**config.mk**
```make
export PLATFORM = sky130hd
export DESIGN_NAME = uart_rx
export DESIGN_NICKNAME = d
export VERILOG_FILES = /design/src/rtl/uart_rx.sv
export SDC_FILE = /design/constraint.sdc
export NUM_CORES = 1
export LEC_CHECK = 0
export ABC_CLOCK_PERIOD_IN_PS = 2300
export BUFFER_PORTS_ARGS = -buffer_cell sky130_fd_sc_hd__buf_4
export CAP_MARGIN = 40
export CORE_ASPECT_RATIO = 0.6
export CORE_UTILIZATION = 46
export DETAILED_ROUTE_END_ITERATION = 16
export HOLD_SLACK_MARGIN = 0.03
export PLACE_DENSITY = 0.75
export RECOVER_POWER = 50
export SYNTH_ARGS = -nofsm -noshare
export SYNTH_HDL_FRONTEND = slang
export SYNTH_SLANG_ARGS = --single-unit
```
**constraint.sdc**
```tcl
create_clock -name clock -period 2.3 [get_ports clock]
set_input_delay 0.23 -clock clock [delete_from_list [all_inputs] [get_ports clock]]
set_output_delay 0.23 -clock clock [all_outputs]
set_load 0.05 [all_outputs]
```
**src/rtl/uart_rx.sv**
```systemverilog
// uart_rx: 8N1 byte receiver. It samples a 2-flop-synchronized serial line at
// mid-bit, holds the last accepted byte in rx_data, and reports busy,
// data_ready, overrun and framing_error in status_register.
module uart_rx #(
    parameter int CLKS_PER_BIT = 434
) (
    input  logic       clock,
    input  logic       reset_n,
    input  logic       rx,
    input  logic [7:0] control_register,
    input  logic       read_rx_data,
    output logic [7:0] rx_data,
    output logic [7:0] status_register
);

    localparam int HALF_BIT = CLKS_PER_BIT / 2;
    localparam int CW       = $clog2(CLKS_PER_BIT + 1);
    localparam logic [CW-1:0] BIT_LAST  = CW'(CLKS_PER_BIT - 1);
    localparam logic [CW-1:0] HALF_LAST = CW'(HALF_BIT - 1);

    typedef enum logic [1:0] {
        IDLE,
        START,
        DATA,
        STOP
    } state_t;

    state_t        state;
    state_t        state_next;
    logic          rx_meta;
    logic          rxs;
    logic [CW-1:0] clk_cnt;
    logic [CW-1:0] clk_cnt_next;
    logic [2:0]    bit_cnt;
    logic [2:0]    bit_cnt_next;
    logic [7:0]    shift_reg;
    logic          data_ready;
    logic          overrun;
    logic          framing_error;
    logic          enable;
    logic          sample_data;
    logic          complete;
    logic          busy;
    logic          unused_ctrl;

    assign enable      = control_register[0];
    assign unused_ctrl = ^control_register[7:1];
    assign busy        = (state != IDLE);

    assign status_register = {4'b0000, framing_error, overrun, data_ready, busy};

    // Two-flop synchronizer for the asynchronous serial line; idles high.
    always_ff @(posedge clock or negedge reset_n) begin
        if (!reset_n) begin
            rx_meta <= 1'b1;
            rxs     <= 1'b1;
        end else begin
            rx_meta <= rx;
            rxs     <= rx_meta;
        end
    end

    // State register together with the bit and clock counters.
    always_ff @(posedge clock or negedge reset_n) begin
        if (!reset_n) begin
            state   <= IDLE;
            clk_cnt <= '0;
            bit_cnt <= '0;
        end else begin
            state   <= state_next;
            clk_cnt <= clk_cnt_next;
            bit_cnt <= bit_cnt_next;
        end
    end

    // Next-state logic; disabling the receiver aborts any frame back to IDLE.
    always_comb begin
        state_next   = state;
        clk_cnt_next = clk_cnt;
        bit_cnt_next = bit_cnt;
        sample_data  = 1'b0;
        complete     = 1'b0;
        if (!enable) begin
            state_next   = IDLE;
            clk_cnt_next = '0;
            bit_cnt_next = '0;
        end else begin
            case (state)
                IDLE: begin
                    clk_cnt_next = '0;
                    bit_cnt_next = '0;
                    if (!rxs) begin
                        state_next = START;
                    end
                end
                START: begin
                    if (clk_cnt == HALF_LAST) begin
                        clk_cnt_next = '0;
                        state_next   = rxs ? IDLE : DATA;
                    end else begin
                        clk_cnt_next = clk_cnt + CW'(1);
                    end
                end
                DATA: begin
                    if (clk_cnt == BIT_LAST) begin
                        clk_cnt_next = '0;
                        sample_data  = 1'b1;
                        if (bit_cnt == 3'd7) begin
                            bit_cnt_next = '0;
                            state_next   = STOP;
                        end else begin
                            bit_cnt_next = bit_cnt + 3'd1;
                        end
                    end else begin
                        clk_cnt_next = clk_cnt + CW'(1);
                    end
                end
                STOP: begin
                    if (clk_cnt == BIT_LAST) begin
                        clk_cnt_next = '0;
                        complete     = 1'b1;
                        state_next   = IDLE;
                    end else begin
                        clk_cnt_next = clk_cnt + CW'(1);
                    end
                end
                default: begin
                    state_next   = IDLE;
                    clk_cnt_next = '0;
                    bit_cnt_next = '0;
                end
            endcase
        end
    end

    // Data path: shift in data bits, then deliver the byte and update flags.
    // A completion landing on a read cycle still loads the byte and keeps
    // data_ready, while the read clears the older overrun/framing state.
    always_ff @(posedge clock or negedge reset_n) begin
        if (!reset_n) begin
            shift_reg     <= 8'h00;
            rx_data       <= 8'h00;
            data_ready    <= 1'b0;
            overrun       <= 1'b0;
            framing_error <= 1'b0;
        end else begin
            if (sample_data) begin
                shift_reg[bit_cnt] <= rxs;
            end
            if (complete) begin
                if (!data_ready || read_rx_data) begin
                    rx_data    <= shift_reg;
                    data_ready <= 1'b1;
                    overrun    <= read_rx_data ? 1'b0 : overrun;
                end else begin
                    overrun <= 1'b1;
                end
                if (!rxs) begin
                    framing_error <= 1'b1;
                end else if (read_rx_data) begin
                    framing_error <= 1'b0;
                end
            end else if (read_rx_data) begin
                data_ready    <= 1'b0;
                overrun       <= 1'b0;
                framing_error <= 1'b0;
            end
        end
    end

endmodule

```
==> After elaboration in Yosys (flattened, before gate mapping) <==
Cells that the tools add are included.
{ "word_totals": {"ff_bits": 35, "in_bits": 12} }
{ "op_classes": {"n_reduce_logical": 11, "eq_ne": 13, "mux": 33, "magnitude_cmp": 2, "n_addsub": 2} }
{ "op_table": {"columns": ["cell", "count"], "rows": [
  ["$mux 9", 3],
  ["$pmux 9 s3", 1],
  ["$mux 1", 15],
  ["$ne 3x3->1 const B", 5],
  ["$mux 2", 7],
  ["$add 9x1->9 const B", 1],
  ["$eq 9x8->1 const B", 1],
  ["$eq 9x9->1 const B", 1],
  ["$mux 3", 3],
  ["$bwmux 8", 1],
  ["$pmux 2 s4", 1],
  ["$pmux 3 s2", 1],
  ["$reduce_and 2->1", 3],
  ["$reduce_and 5->1", 1],
  ["$eq 2x2->1 const B", 2],
  ["$lt 3x4->1 const B", 1],
  ["$reduce_bool 2->1", 2],
  ["$add 3x1->3 const B", 1],
  ["$demux 1 s3", 1],
  ["$eq 3x3->1 const B", 1],
  ["$ge 3x1->1 const B", 1],
  ["$ne 3x1->1 const B", 1],
  ["$eq 2x1->1 const B", 1],
  ["$logic_not 2->1", 1],
  ["other kinds (5)", 5]
]} }

==> Logic depth before layout (Yosys ltp) <==
{ "logic_depth": {"depth_word": 6, "depth_mapped": 8, "depth_no_buf": 6} }

==> Worst setup path before layout <==
No wires, ideal clock.
{ "synth_timing": {"path_type": "register -> register", "startpoint": "register clk_cnt[1]", "endpoint": "register rx_data[0]", "setup_ns": 0.125, "stages_incl_launch_ff": 8, "setup_slack_ns": 0.422, "arrival_time_ns": 1.754, "synth_period_minus_slack_ns": 1.878, "path_cell_list": "dfrtp_1 > inv_1 > ha_1 > and4b_2 > nand4b_2 > buf_6 > nor3b_4 > mux2_2"} }
{ "synth_between": {"elab_chain_len": 5} }
{ "synth_lines": {"columns": ["item", "line_no", "source"], "rows": [
  ["from (decl)", "32", "logic [CW-1:0] clk_cnt;"],
  ["from (signal assigned)", "71", "clk_cnt <= clk_cnt_next;"],
  ["$eq 9x9->1", "119", "if (clk_cnt == BIT_LAST) begin"],
  ["$mux 1", "119", null],
  ["$mux 1", "88", "case (state)"],
  ["$mux 1", "83", "if (!enable) begin"],
  ["$reduce_and 2->1 (no source line)", null, null],
  ["to (signal assigned)", "152", "rx_data <= shift_reg;"],
  ["to (decl)", "12", "output logic [7:0] rx_data,"]
]} }
Every way passes these cells.
A chain may end at the register's enable or synchronous reset.

==> Worst setup path in the final report <==
{ "layout_timing": {"startpoint": "register clk_cnt[1]", "endpoint": "register shift_reg[2]"} }
{ "layout_between": {"elab_chain_len": 4} }
{ "layout_lines": {"columns": ["item", "line_no", "source"], "rows": [
  ["$eq 9x9->1", "105", "if (clk_cnt == BIT_LAST) begin"],
  ["$mux 1", "105", null],
  ["$mux 1", "88", null],
  ["$mux 1", "83", null],
  ["to (signal, indexed assignment)", "148", "shift_reg[bit_cnt] <= rxs;"],
  ["to (decl)", "36", "logic [7:0] shift_reg;"]
]} }
Every way passes these cells.

==> flow_metrics.env <==
export IMPL_dieArea_um2=4050
export IMPL_wl_per_cell_um=15.2
export IMPL_drive_gt1_frac=0.279
export IMPL_dr_pass1_iters=4
export IMPL_crit_slowest_cell="or4_1"
export IMPL_via_count=1206
export IMPL_antenna_found_initial=0
export IMPL_placed_cells=208
export IMPL_cts_buffers=5
export IMPL_cts_tree="done"
export IMPL_max_stage_delay_ns=0.58
export IMPL_cts_htree_levels=2
export IMPL_n_fill_cell=266
export IMPL_period_share=0.942
export IMPL_total_power_mw=1.35
export IMPL_synth_cells=156
export IMPL_reg2reg_from="clk_cnt[1]$_DFF_PN0_"
export IMPL_core_area_um2=3420
export IMPL_cts_buffer_depth=2
export IMPL_worstHoldStart="rx"
export IMPL_drv_slew=0
export IMPL_synthesis_area_per_instance_um2=11.2
export IMPL_ys_seq_area_frac=0.504
export IMPL_overflow=0
export IMPL_ys_warn_count=0
export IMPL_dp_hpwl_um=2330
export IMPL_rows=16
export IMPL_pre_cts_slack_ns=0.164
export IMPL_vdd_drop_max_mv=0.335
export IMPL_diodes=0
export IMPL_placed_area_um2=1840
export IMPL_ant_nets=0
export IMPL_final_cells=217
export IMPL_start_util=0.510
export IMPL_drt_iter0_drc=99
export IMPL_arrival_ns=2.34
export IMPL_nets=188
export IMPL_synth_area_um2=1740
export IMPL_yosysUniqueCellTypes=39
export IMPL_clock_latency_ns=0.29
export IMPL_max_clock_freq_ghz=0.462
export IMPL_p_leak_nw=0.928
export IMPL_cp_data_required_time_ns=2.47
export IMPL_post_route_min_period_ns=2.17
export IMPL_clkTransAtPathRegs_ns=0.07
export IMPL_route_detailed_drc=0
export IMPL_max_slew_margin_rel=0.418
export IMPL_rsz0062_at_grt="no"
export IMPL_finish_instance_area_um2=1970
export IMPL_die_w_um=81.5
export IMPL_viasPerCell=5.56
export IMPL_hold_path_class="in2reg"
export IMPL_grt_pass1_vias=1082
export IMPL_grt_max_degree=36
export IMPL_finalSetupTns_ns=0
export IMPL_start_kind="register"
export IMPL_crit_path_max_fanout=11
export IMPL_status="finished clean"
export IMPL_power_density_nw_per_um2=686
export IMPL_endpoint_kind="register"
export IMPL_max_cap_viol_count=0
export IMPL_largest_register_ffs=9
export IMPL_ctsRootBufferMaster="clkbuf_8"
export IMPL_cts_sinks=35
export IMPL_dieHeight_um=49.7
export IMPL_io_pin_count=28
export IMPL_rrSetupSlack_ns=0.13
export IMPL_setup_viol=0
export IMPL_layout_setup_ws_ns=0.134
export IMPL_fin_skew_ns=0.00450
export IMPL_area_growth_pct=12.8
export IMPL_cts_setup_buffers=0
export IMPL_hold_violations=0
export IMPL_gp_congestion=0.872
export IMPL_grt_use_total=0.192
export IMPL_drt_wl_total_um=3300
export IMPL_cp_startpoint="clk_cnt[1]$_DFF_PN0_"
export IMPL_ys_ff_latch=35
export IMPL_worstSetupPathType="reg2reg"
export IMPL_crit_chain="inv_1, ha_1, and4b_2, nand4b_2, or4_1, mux2_2"
export IMPL_port_buffers=16
export IMPL_tightest_slew_ns=0.874
export IMPL_grt_pass1_wl_um=5500
==> synthesized netlist by cell type <==
cell / instances / area (um^2)
mux2_2: 16 / 180
clkbuf_1: 1 / 3.75
buf_4: 9 / 67.6
and2b_2: 1 / 8.76
conb_1: 1 / 3.75
nor2b_1: 3 / 18.8
a21oi_1: 1 / 5.00
nand3b_1: 1 / 7.51
o21ba_2: 1 / 10.0
o22ai_1: 2 / 12.5
xor2_1: 3 / 26.3
or4_1: 1 / 7.51
nand2_1: 10 / 37.5
inv_1: 6 / 22.5
and4b_2: 2 / 22.5
nor3b_4: 1 / 18.8
nor2_1: 13 / 48.8
nand4_1: 2 / 12.5
a2111oi_0: 1 / 8.76
nand4b_2: 1 / 15.0
xnor2_1: 4 / 35.0
o221ai_1: 1 / 8.76
dfrtp_1: 33 / 826
nor3_1: 3 / 15.0
nor4b_1: 1 / 8.76
and3b_1: 1 / 8.76
buf_2: 2 / 10.0
nor4bb_1: 1 / 10.0
buf_6: 2 / 22.5
nand2b_1: 1 / 6.26
o32a_1: 1 / 10.0
and3_2: 1 / 7.51
dfstp_2: 2 / 52.6
a31oi_1: 3 / 18.8
ha_1: 5 / 62.6
or2_2: 2 / 12.5
nor4_1: 3 / 18.8
nand3_1: 13 / 65.1
a21o_1: 1 / 7.51
==> routing by layer <==
metal	global-route usage	share of wire	vias to the layer above	routed length, um
met5	0	0	-	0
met4	0.0893	0.018	0	59
met3	0.0667	0.065	7	213
met2	0.256	0.44	49	1470
met1	0.273	0.47	582	1560
li1	-	-	568	-
==> worst max-delay path, delay by kind of cell, from the launching register on <==
family	cells	cell delay [ns]
buf+inv	1	0.09
simple gates	3	1.13
mux	1	0.29
flops	1	0.40
fa+ha+maj	1	0.15
==> cell type report <==
type | count | area [um^2] | area share
clock buffer | 6 | 72.6 | 0.0369
clock inverter | 2 | 60.1 | 0.0305
inverter | 6 | 22.5 | 0.0114
multi-input combinational | 104 | 751 | 0.381
sequential | 35 | 878 | 0.446
tap | 45 | 56.3 | 0.0286
timing repair buffer | 19 | 128 | 0.0648
==> metrics by stage <==
stage / hold WS [ns] / util
2_1_floorplan: -0.0656 / -
3_3_place_gp: 0.200 / 0.538
4_1_cts: 0.0428 / 0.580
3_5_place_dp: 0.210 / 0.538
5_1_grt: 0.0337 / 0.575
6_report: 0.0472 / 0.575
==> worst paths after layout <==
path / cells after the start / end
worst min-delay path: 1 / rx_meta$_DFF_PN1_
min in group asynchronous: 2 / clk_cnt[0]$_DFF_PN0_
worst max-delay path: 6 / shift_reg[2]$_DFFE_PN0P_
max in group asynchronous: 2 / overrun$_DFF_PN0_
worst min register to register: 0 / rxs$_DFF_PN1_
worst max register to register: 6 / shift_reg[2]$_DFFE_PN0P_
==> kinds of logic after synthesis <==
group / after synthesis / share of synthesized area
AOI/OAI and AO/OA: 11 / 0.0466
xor gates and xnor gates: 7 / 0.0352
adders and majority gates: 5 / 0.0359
buffers and inverters: 20 / 0.0724
DFF: 35 / 0.504
muxes: 16 / 0.103
other: 1 / 0.00215
and+or+nand+nor: 61 / 0.201
==> cells in the final DEF, fill, tap and decap left out, types with 2 or more instances in the layout <==
cell / synthesis / layout
dfrtp_1: 33 / 33
mux2_2: 16 / 16
nand3_1: 13 / 13
nor2_1: 13 / 13
buf_4: 9 / 12
nand2_1: 10 / 10
inv_1: 6 / 6
ha_1: 5 / 5
clkbuf_8: 0 / 5
clkbuf_1: 1 / 5
xnor2_1: 4 / 4
conb_1: 1 / 4
xor2_1: 3 / 3
nor2b_1: 3 / 3
nor3_1: 3 / 3
nor4_1: 3 / 3
a31oi_1: 3 / 3
and4b_2: 2 / 2
nand4_1: 2 / 2
or2_2: 2 / 2
o22ai_1: 2 / 2
bufinv_16: 0 / 2
dfstp_2: 2 / 2
==> where the power goes <==
group | leakage (nW) | internal [mW] | switching (mW)
combinational | 0.382 | 0.0180 | 0.0485
clock | 0.0654 | 0.433 | 0.217
sequential | 0.480 | 0.622 | 0.0117
==> timing repair <==
item / 4_1_cts / 5_1_grt
hold buffers: 1 / 0
endpoints found under the hold margin: 33 / 0
resized for setup: 0 / 0
Note: power is estimated with default switching activity, not from simulation.
